<file path="config.mk">
export PLATFORM = sky130hd
export DESIGN_NAME = cgra_port_arbiter
export DESIGN_NICKNAME = d
export VERILOG_FILES = /design/src/rtl/cgra_port_arbiter.sv
export SDC_FILE = /design/constraint.sdc
export NUM_CORES = 1
export LEC_CHECK = 0
export ABC_AREA = 1
export CORE_UTILIZATION = 39
export DETAILED_ROUTE_END_ITERATION = 8
export GPL_ROUTABILITY_DRIVEN = 0
export PLACE_DENSITY = 0.84
export SLEW_MARGIN = 10
export SYNTH_ARGS = -nofsm -noshare
export SYNTH_HDL_FRONTEND = slang
export SYNTH_SLANG_ARGS = --single-unit
</file>
<file path="constraint.sdc">
create_clock -name clk -period 3.6 [get_ports clk]
set_input_delay 0.72 -clock clk [delete_from_list [all_inputs] [get_ports clk]]
set_output_delay 0.72 -clock clk [all_outputs]
set_load 0.02 [all_outputs]
</file>
<file path="src/rtl/cgra_port_arbiter.sv">
// cgra_port_arbiter: 5-way round-robin arbiter feeding a single registered
// output flit slot for a CGRA router port (N, E, S, W, Local).
// Optional feature macro: CGRA_ARB_GRANT_CNT_EN adds a 16-bit transfer counter
// output (grant_cnt) that wraps from 0xFFFF to 0.
module cgra_port_arbiter #(
  parameter int DATA_WIDTH = 16,
  parameter int ADDR_WIDTH = 4,
  parameter int NUM_REQ    = 5
) (
  input  logic                          clk,
  input  logic                          rst,
  input  logic [NUM_REQ-1:0]            req_valid,
  input  logic [NUM_REQ*DATA_WIDTH-1:0] req_data,
  input  logic [NUM_REQ*ADDR_WIDTH-1:0] req_dest_x,
  input  logic [NUM_REQ*ADDR_WIDTH-1:0] req_dest_y,
  input  logic [NUM_REQ-1:0]            req_multicast,
  output logic [NUM_REQ-1:0]            req_ready,
  output logic                          out_valid,
  output logic [DATA_WIDTH-1:0]         out_data,
  output logic [ADDR_WIDTH-1:0]         out_dest_x,
  output logic [ADDR_WIDTH-1:0]         out_dest_y,
  output logic                          out_multicast,
  input  logic                          out_ready,
  output logic [2:0]                    grant_idx
`ifdef CGRA_ARB_GRANT_CNT_EN
  ,
  output logic [15:0]                   grant_cnt
`endif
);

  // Unpacked per-requester views of the flattened payload buses
  logic [DATA_WIDTH-1:0] data_arr [NUM_REQ];
  logic [ADDR_WIDTH-1:0] dx_arr   [NUM_REQ];
  logic [ADDR_WIDTH-1:0] dy_arr   [NUM_REQ];

  genvar gi;
  generate
    for (gi = 0; gi < NUM_REQ; gi++) begin : g_unpack
      assign data_arr[gi] = req_data[gi*DATA_WIDTH +: DATA_WIDTH];
      assign dx_arr[gi]   = req_dest_x[gi*ADDR_WIDTH +: ADDR_WIDTH];
      assign dy_arr[gi]   = req_dest_y[gi*ADDR_WIDTH +: ADDR_WIDTH];
    end
  endgenerate

  logic [2:0]            rr_ptr_q, rr_ptr_d;
  logic                  out_valid_q, out_valid_d;
  logic [DATA_WIDTH-1:0] out_data_q, out_data_d;
  logic [ADDR_WIDTH-1:0] out_dx_q, out_dx_d;
  logic [ADDR_WIDTH-1:0] out_dy_q, out_dy_d;
  logic                  out_mc_q, out_mc_d;
  logic [2:0]            grant_q, grant_d;

  logic       load_en;
  logic       win_found;
  logic [2:0] win_idx;
  logic [3:0] cand;
  logic       xfer;

  // The output slot can take a new flit when empty or being drained this cycle
  assign load_en = !out_valid_q || out_ready;

  // Winner search: first valid requester starting at rr_ptr, wrapping modulo NUM_REQ
  always_comb begin
    win_found = 1'b0;
    win_idx   = '0;
    cand      = '0;
    for (int k = 0; k < NUM_REQ; k++) begin
      cand = {1'b0, rr_ptr_q} + 4'(k);
      if (cand >= 4'(NUM_REQ)) cand = cand - 4'(NUM_REQ);
      if (!win_found && req_valid[cand[2:0]]) begin
        win_found = 1'b1;
        win_idx   = cand[2:0];
      end
    end
  end

  // One-hot accept to the winner; held at zero during reset and backpressure
  always_comb begin
    req_ready = '0;
    if (!rst && load_en && win_found) req_ready[win_idx] = 1'b1;
  end

  assign xfer = |req_ready;

  // Next-state for the output flit register and round-robin pointer
  always_comb begin
    rr_ptr_d    = rr_ptr_q;
    out_valid_d = out_valid_q;
    out_data_d  = out_data_q;
    out_dx_d    = out_dx_q;
    out_dy_d    = out_dy_q;
    out_mc_d    = out_mc_q;
    grant_d     = grant_q;
    if (xfer) begin
      out_valid_d = 1'b1;
      out_data_d  = data_arr[win_idx];
      out_dx_d    = dx_arr[win_idx];
      out_dy_d    = dy_arr[win_idx];
      out_mc_d    = req_multicast[win_idx];
      grant_d     = win_idx;
      rr_ptr_d    = (win_idx == 3'(NUM_REQ - 1)) ? 3'd0 : win_idx + 3'd1;
    end else if (out_ready) begin
      // Drained with nothing to replace it: payload keeps its last value
      out_valid_d = 1'b0;
    end
  end

  // State registers; reset discards any flit held in the output slot
  always_ff @(posedge clk or posedge rst) begin
    if (rst) begin
      rr_ptr_q    <= '0;
      out_valid_q <= 1'b0;
      out_data_q  <= '0;
      out_dx_q    <= '0;
      out_dy_q    <= '0;
      out_mc_q    <= 1'b0;
      grant_q     <= '0;
    end else begin
      rr_ptr_q    <= rr_ptr_d;
      out_valid_q <= out_valid_d;
      out_data_q  <= out_data_d;
      out_dx_q    <= out_dx_d;
      out_dy_q    <= out_dy_d;
      out_mc_q    <= out_mc_d;
      grant_q     <= grant_d;
    end
  end

  assign out_valid     = out_valid_q;
  assign out_data      = out_data_q;
  assign out_dest_x    = out_dx_q;
  assign out_dest_y    = out_dy_q;
  assign out_multicast = out_mc_q;
  assign grant_idx     = grant_q;

`ifdef CGRA_ARB_GRANT_CNT_EN
  logic [15:0] grant_cnt_q;

  // Transfer counter, naturally wraps at 16 bits
  always_ff @(posedge clk or posedge rst) begin
    if (rst) grant_cnt_q <= '0;
    else if (xfer) grant_cnt_q <= grant_cnt_q + 16'd1;
  end

  assign grant_cnt = grant_cnt_q;
`endif

endmodule

</file>
* Word-level counts from Yosys, hierarchy flattened
Cells that the tools add are included.
Operators by class: magnitude comparators 13, reductions and logical operators 16, add/sub/neg operators 10, bitwise gates (word level) 1, mux-type cells 42, equal/unequal tests 1
Operator list (count):
- binary-select mux 16 bit (select 3 bit) | 1
- 2-to-1 mux 3 bit | 11
- 2-to-1 mux 16 bit | 2
- binary-select mux 4 bit (select 3 bit) | 2
- less-than comparator 3 x 4 -> 1 bit (second input constant) | 6
- binary-select mux 1 bit (select 3 bit) | 6
- greater-or-equal comparator 4 x 3 -> 1 bit (second input constant) | 4
- 2-to-1 mux 4 bit | 4
- subtractor 3 bit (second input constant) | 5
- 2-to-1 mux 1 bit | 14
- adder 3 x 2 -> 4 bit (second input constant) | 2
- logical AND 1 bit | 7
- logical NOT 1 bit | 6
- 2-to-1 mux 5 bit | 1
- OR reduction 5 bit | 1
- adder 3 x 1 -> 4 bit (second input constant) | 1
- adder 3 x 3 -> 4 bit (second input constant) | 1
- greater-or-equal comparator 4 bit (second input constant) | 1
- NOT 3 -> 4 bit | 1
- adder 3 x 1 -> 3 bit (second input constant) | 1
- demux 1 bit (select 3 bit) | 1
- == test 3 bit (second input constant) | 1
- greater-or-equal comparator 3 x 1 -> 1 bit (second input constant) | 1
- greater-or-equal comparator 3 bit (second input constant) | 1
- 2 further kinds | 2
Storage, ports and cells: word-level logic and storage cells 90, bits in registers 32, input bits 133, output and inout bits 34

* Depth between registers and ports, before layout
depth in word-level cells 24, mapped depth 24, mapped depth without buffers 22

* Worst setup path before layout
OpenSTA, ideal clock, no wires.
kind register -> output, start reg rr_ptr_q[0], end out req_ready[0], setup slack -134 ps, stages on the path, launching flop included 22, arrival time 3014 ps, data required time 2880 ps, cell sequence dfrtp_1 -> buf_4 -> inv_4 -> ha_1 -> inv_1 -> fa_1 -> inv_1 -> nand2_1 -> nand2_1 -> o21ai_0 -> nand3_1 -> nand2_1 -> nand2_1 -> nand2_1 -> nand4_1 -> nor2_1 -> nor2_2 -> nand3_4 -> nor2_8 -> buf_6 -> inv_1 -> nor2_1
Between the ends: longest elaborated chain between the ends 22
RTL lines:
- start, declared | line 45 | logic [2:0] rr_ptr_q, rr_ptr_d;
- start signal, assigned | line 119 | rr_ptr_q <= rr_ptr_d;
- parallel branches: the longest is 21 deep, another holds adder 3 x 1 -> 4 bit
- 2-to-1 mux 5 bit * | line 80 | if (!rst && load_en && win_found) req_ready[win_idx] = 1'b1;
- end, declared | line 17 | output logic [NUM_REQ-1:0] req_ready,
Mark *: on every way between the ends. The select of a mux whose other input is x is not followed.

* Final worst setup path
Same ends and word-level chain as after synthesis.

==> results.json <==
{
  "outcome": "finished, violations left",
  "violations": "setup timing",
  "setup_slack_ps": -305,
  "drc_errors": 0,
  "post-route-period-util_pct": 108,
  "die_width_um": 99.9,
  "syn_nets": 767,
  "slew_headroom_pct": 52.7,
  "r2r_end": "out_data[13]",
  "yosys-top-cells-area": "dfrtp_1 (21%), nand3_1 (18%), nand2_1 (14%)",
  "cts.clk_slew.worst_paths_ps": 70,
  "dr_total_vias": 5237,
  "path_cells": "inv_4 -> ha_4 -> inv_4 -> fa_2 -> inv_2 -> nand2_4 -> nand2_4 -> nand3_2 -> nand3_2 -> nand2_1 -> nand2_1 -> nand2_2 -> nand4_1 -> nor2_1 -> nor2_1 -> nand3_2 -> nor2_8 -> inv_4 -> nor2_4 -> buf_6",
  "yosysUniqueCellTypes": 33,
  "start_util_pct": 40.4,
  "grt_pass1_wl_um": 22700,
  "drive_above_1_share_pct": 22.9,
  "fmax_mhz": 256,
  "root_buffer": "clkbuf_8",
  "reg2reg_slack_ps": 110,
  "antenna_found_initial": 0,
  "r2r-start": "rr_ptr_q[0]",
  "drt_iter0_markers": 503,
  "r2r.worst_path.cells": 23,
  "synth_seq_cells": 32,
  "netlist_area_sq_um": 3740,
  "clk_path_buf_depth": 2,
  "grt_pass1_vias": 4886,
  "path_class": "register to output pin",
  "grt_max_degree": 51,
  "clock_sinks": 32,
  "cpPeakStageDelay_ps": 430,
  "dieHeight_um": 99.9,
  "period_minus_slack_ps": 3910,
  "yosysSeqAreaShare_pct": 21.4,
  "grt_setup_unrepaired": "true",
  "worst_slew_pin_slew_ps": 709,
  "fin_hold_ws_ps": 496,
  "drv_cap": 0,
  "row_count": 35,
  "hold_violations": 0,
  "yosysTopAreaCell": "dfrtp_1",
  "grt_overflow": 0,
  "synth.top_cell.area_share_pct": 21.4,
  "area_growth_pct": 71.8,
  "holdPathEnd": "grant_idx[0]",
  "finalSetupViolCount": 5,
  "worstSetupEndpointType": "output pin",
  "core_sq_um": 9240,
  "slew_violations": 0,
  "die_area_sq_um": 9980,
  "min_from": "grant_idx[0]",
  "drt-pass1-iter-count": 5,
  "h-tree-depth": 2,
  "ys_warn_count": 0,
  "clock_skew_ps": 7.80,
  "clk_latency_ps": 290,
  "cts_tree": "done",
  "antenna_cells": 0,
  "critical_path.top_delay_family": "simple AND/OR/NAND/NOR gates",
  "port-buffer-count": 166,
  "dpl.hpwl_um": 10700,
  "grtUsageTotal_pct": 28.7,
  "pin_count": 167,
  "critical_path_buf_inv_count": 5,
  "hold_buffers": 0,
  "routed_via_density": 5.39,
  "cts_buffers": 5,
  "cp_max_fo": 6,
  "avgSynthCellArea_sq_um": 5.99,
  "crit_arrival_ps": 3190,
  "hold_depth": 2,
  "wl_per_cell_um": 16.5,
  "netlist_instances": 624,
  "fin_nets": 985,
  "totalWireLength_um": 16000,
  "critPathSlowestCell": "dfrtp_1",
  "required_ps": 2880,
  "hp-class": "register to register",
  "start_kind": "register",
  "postRouteAntennaNets": 0
}
-- final cells by class --
class,instances,area (sq um)
fill,723,2820
clock inverter,1,5.00
timing repair buffer,241,2260
clock buffer,6,72.6
inverter,135,519
sequential,32,802
tap,129,161
multi-input combinational,427,2610
-- tightest hold or removal path: stages, from the launching register on --
cell and delay (ps):
dfrtp_1 350, nand2_1 60, nand2_1 60
-- cells in the mapped netlist (all sizes together) --
cell type	count
a21oi	31
a22oi	1
buf	21
clkbuf	9
dfrtp	32
fa	1
ha	9
inv	135
nand2	145
nand3	140
nand3b	26
nand4	14
nor2	15
o211ai	1
o21ai	16
o21bai	1
or2	24
xnor2	1
xor2	2
-- worst max-delay path by stage --
stage,from,to,slack [ps],depth (start not counted)
after floorplan,rr_ptr_q[0],req_ready[0],-4,21
after global placement,rr_ptr_q[1],req_ready[0],-290,18
after detailed placement,req_valid[0],req_ready[2],-380,15
after CTS,rr_ptr_q[0],req_ready[3],2,19
after global routing,rr_ptr_q[0],req_ready[0],-440,19
final,rr_ptr_q[0],req_ready[0],-310,20
-- cells by family (layout without fill, tap and decap cells) --
| group | count (synthesis) | after routing | share of synthesized area [%] |
|---|---|---|---|
| compound gates | 50 | 50 | 6.90 |
| xor+xnor | 3 | 3 | 0.703 |
| fa+ha+maj | 10 | 10 | 3.55 |
| buf+inv | 165 | 383 | 18.6 |
| flops | 32 | 32 | 21.4 |
| simple gates | 364 | 364 | 48.8 |
-- cells in the final DEF (no fill, tap or decap), drive strengths merged --
| cell | netlist | routed |
|---|---|---|
| fa | 1 | 1 |
| o21bai | 1 | 1 |
| dfrtp | 32 | 32 |
| xnor2 | 1 | 1 |
| o211ai | 1 | 1 |
| a22oi | 1 | 1 |
| nor2 | 15 | 15 |
| ha | 9 | 9 |
| nand3 | 140 | 140 |
| buf | 21 | 80 |
| o21ai | 16 | 16 |
| or2 | 24 | 24 |
| clkdlybuf4s50 | 0 | 161 |
| nand4 | 14 | 14 |
| clkinv | 0 | 1 |
| xor2 | 2 | 2 |
| nand3b | 26 | 26 |
| inv | 135 | 135 |
| a21oi | 31 | 31 |
| nand2 | 145 | 145 |
| clkbuf | 9 | 6 |
-- registers in the layout (all words and copies together) (netlist names) --
register / cells
out_data: 16
out_dest_x: 4
grant_idx: 3
out_valid: 1
out_dest_y: 4
out_multicast: 1
rr_ptr_q: 3
-- through the flow --
step	utilization (%)	instance area, sq um	TNS, ps	instances	setup slack [ps]
floorplan	-	3760	-4.12	624	-4.12
finish	69.5	6420	-1370	971	-305
detailed placement	62.5	5780	-1700	940	-384
CTS	66.2	6120	0	960	1.98
global placement	62.5	5780	-1260	940	-285
global route	69.5	6420	-2170	971	-438
-- per-layer routing --
| layer | part of all wire [%] | routed length (um) | global-route usage (%) |
|---|---|---|---|
| met1 | 36 | 5750 | 32.8 |
| met4 | 5.4 | 863 | 11.9 |
| met5 | 0 | 0 | 0 |
| met3 | 9.6 | 1540 | 6.13 |
| met2 | 49 | 7860 | 51.8 |
-- what timing repair did --
action | in CTS | in global routing
pin swaps | 26 | 22
gates resized for setup | 82 | 48
buffers inserted | 13 | 11
endpoints found under the setup margin | 5 | 5
Power of run 1 is left out: the tool's default activity adds up to more than one toggle a clock period on the data nets, which glitch-free logic cannot reach.
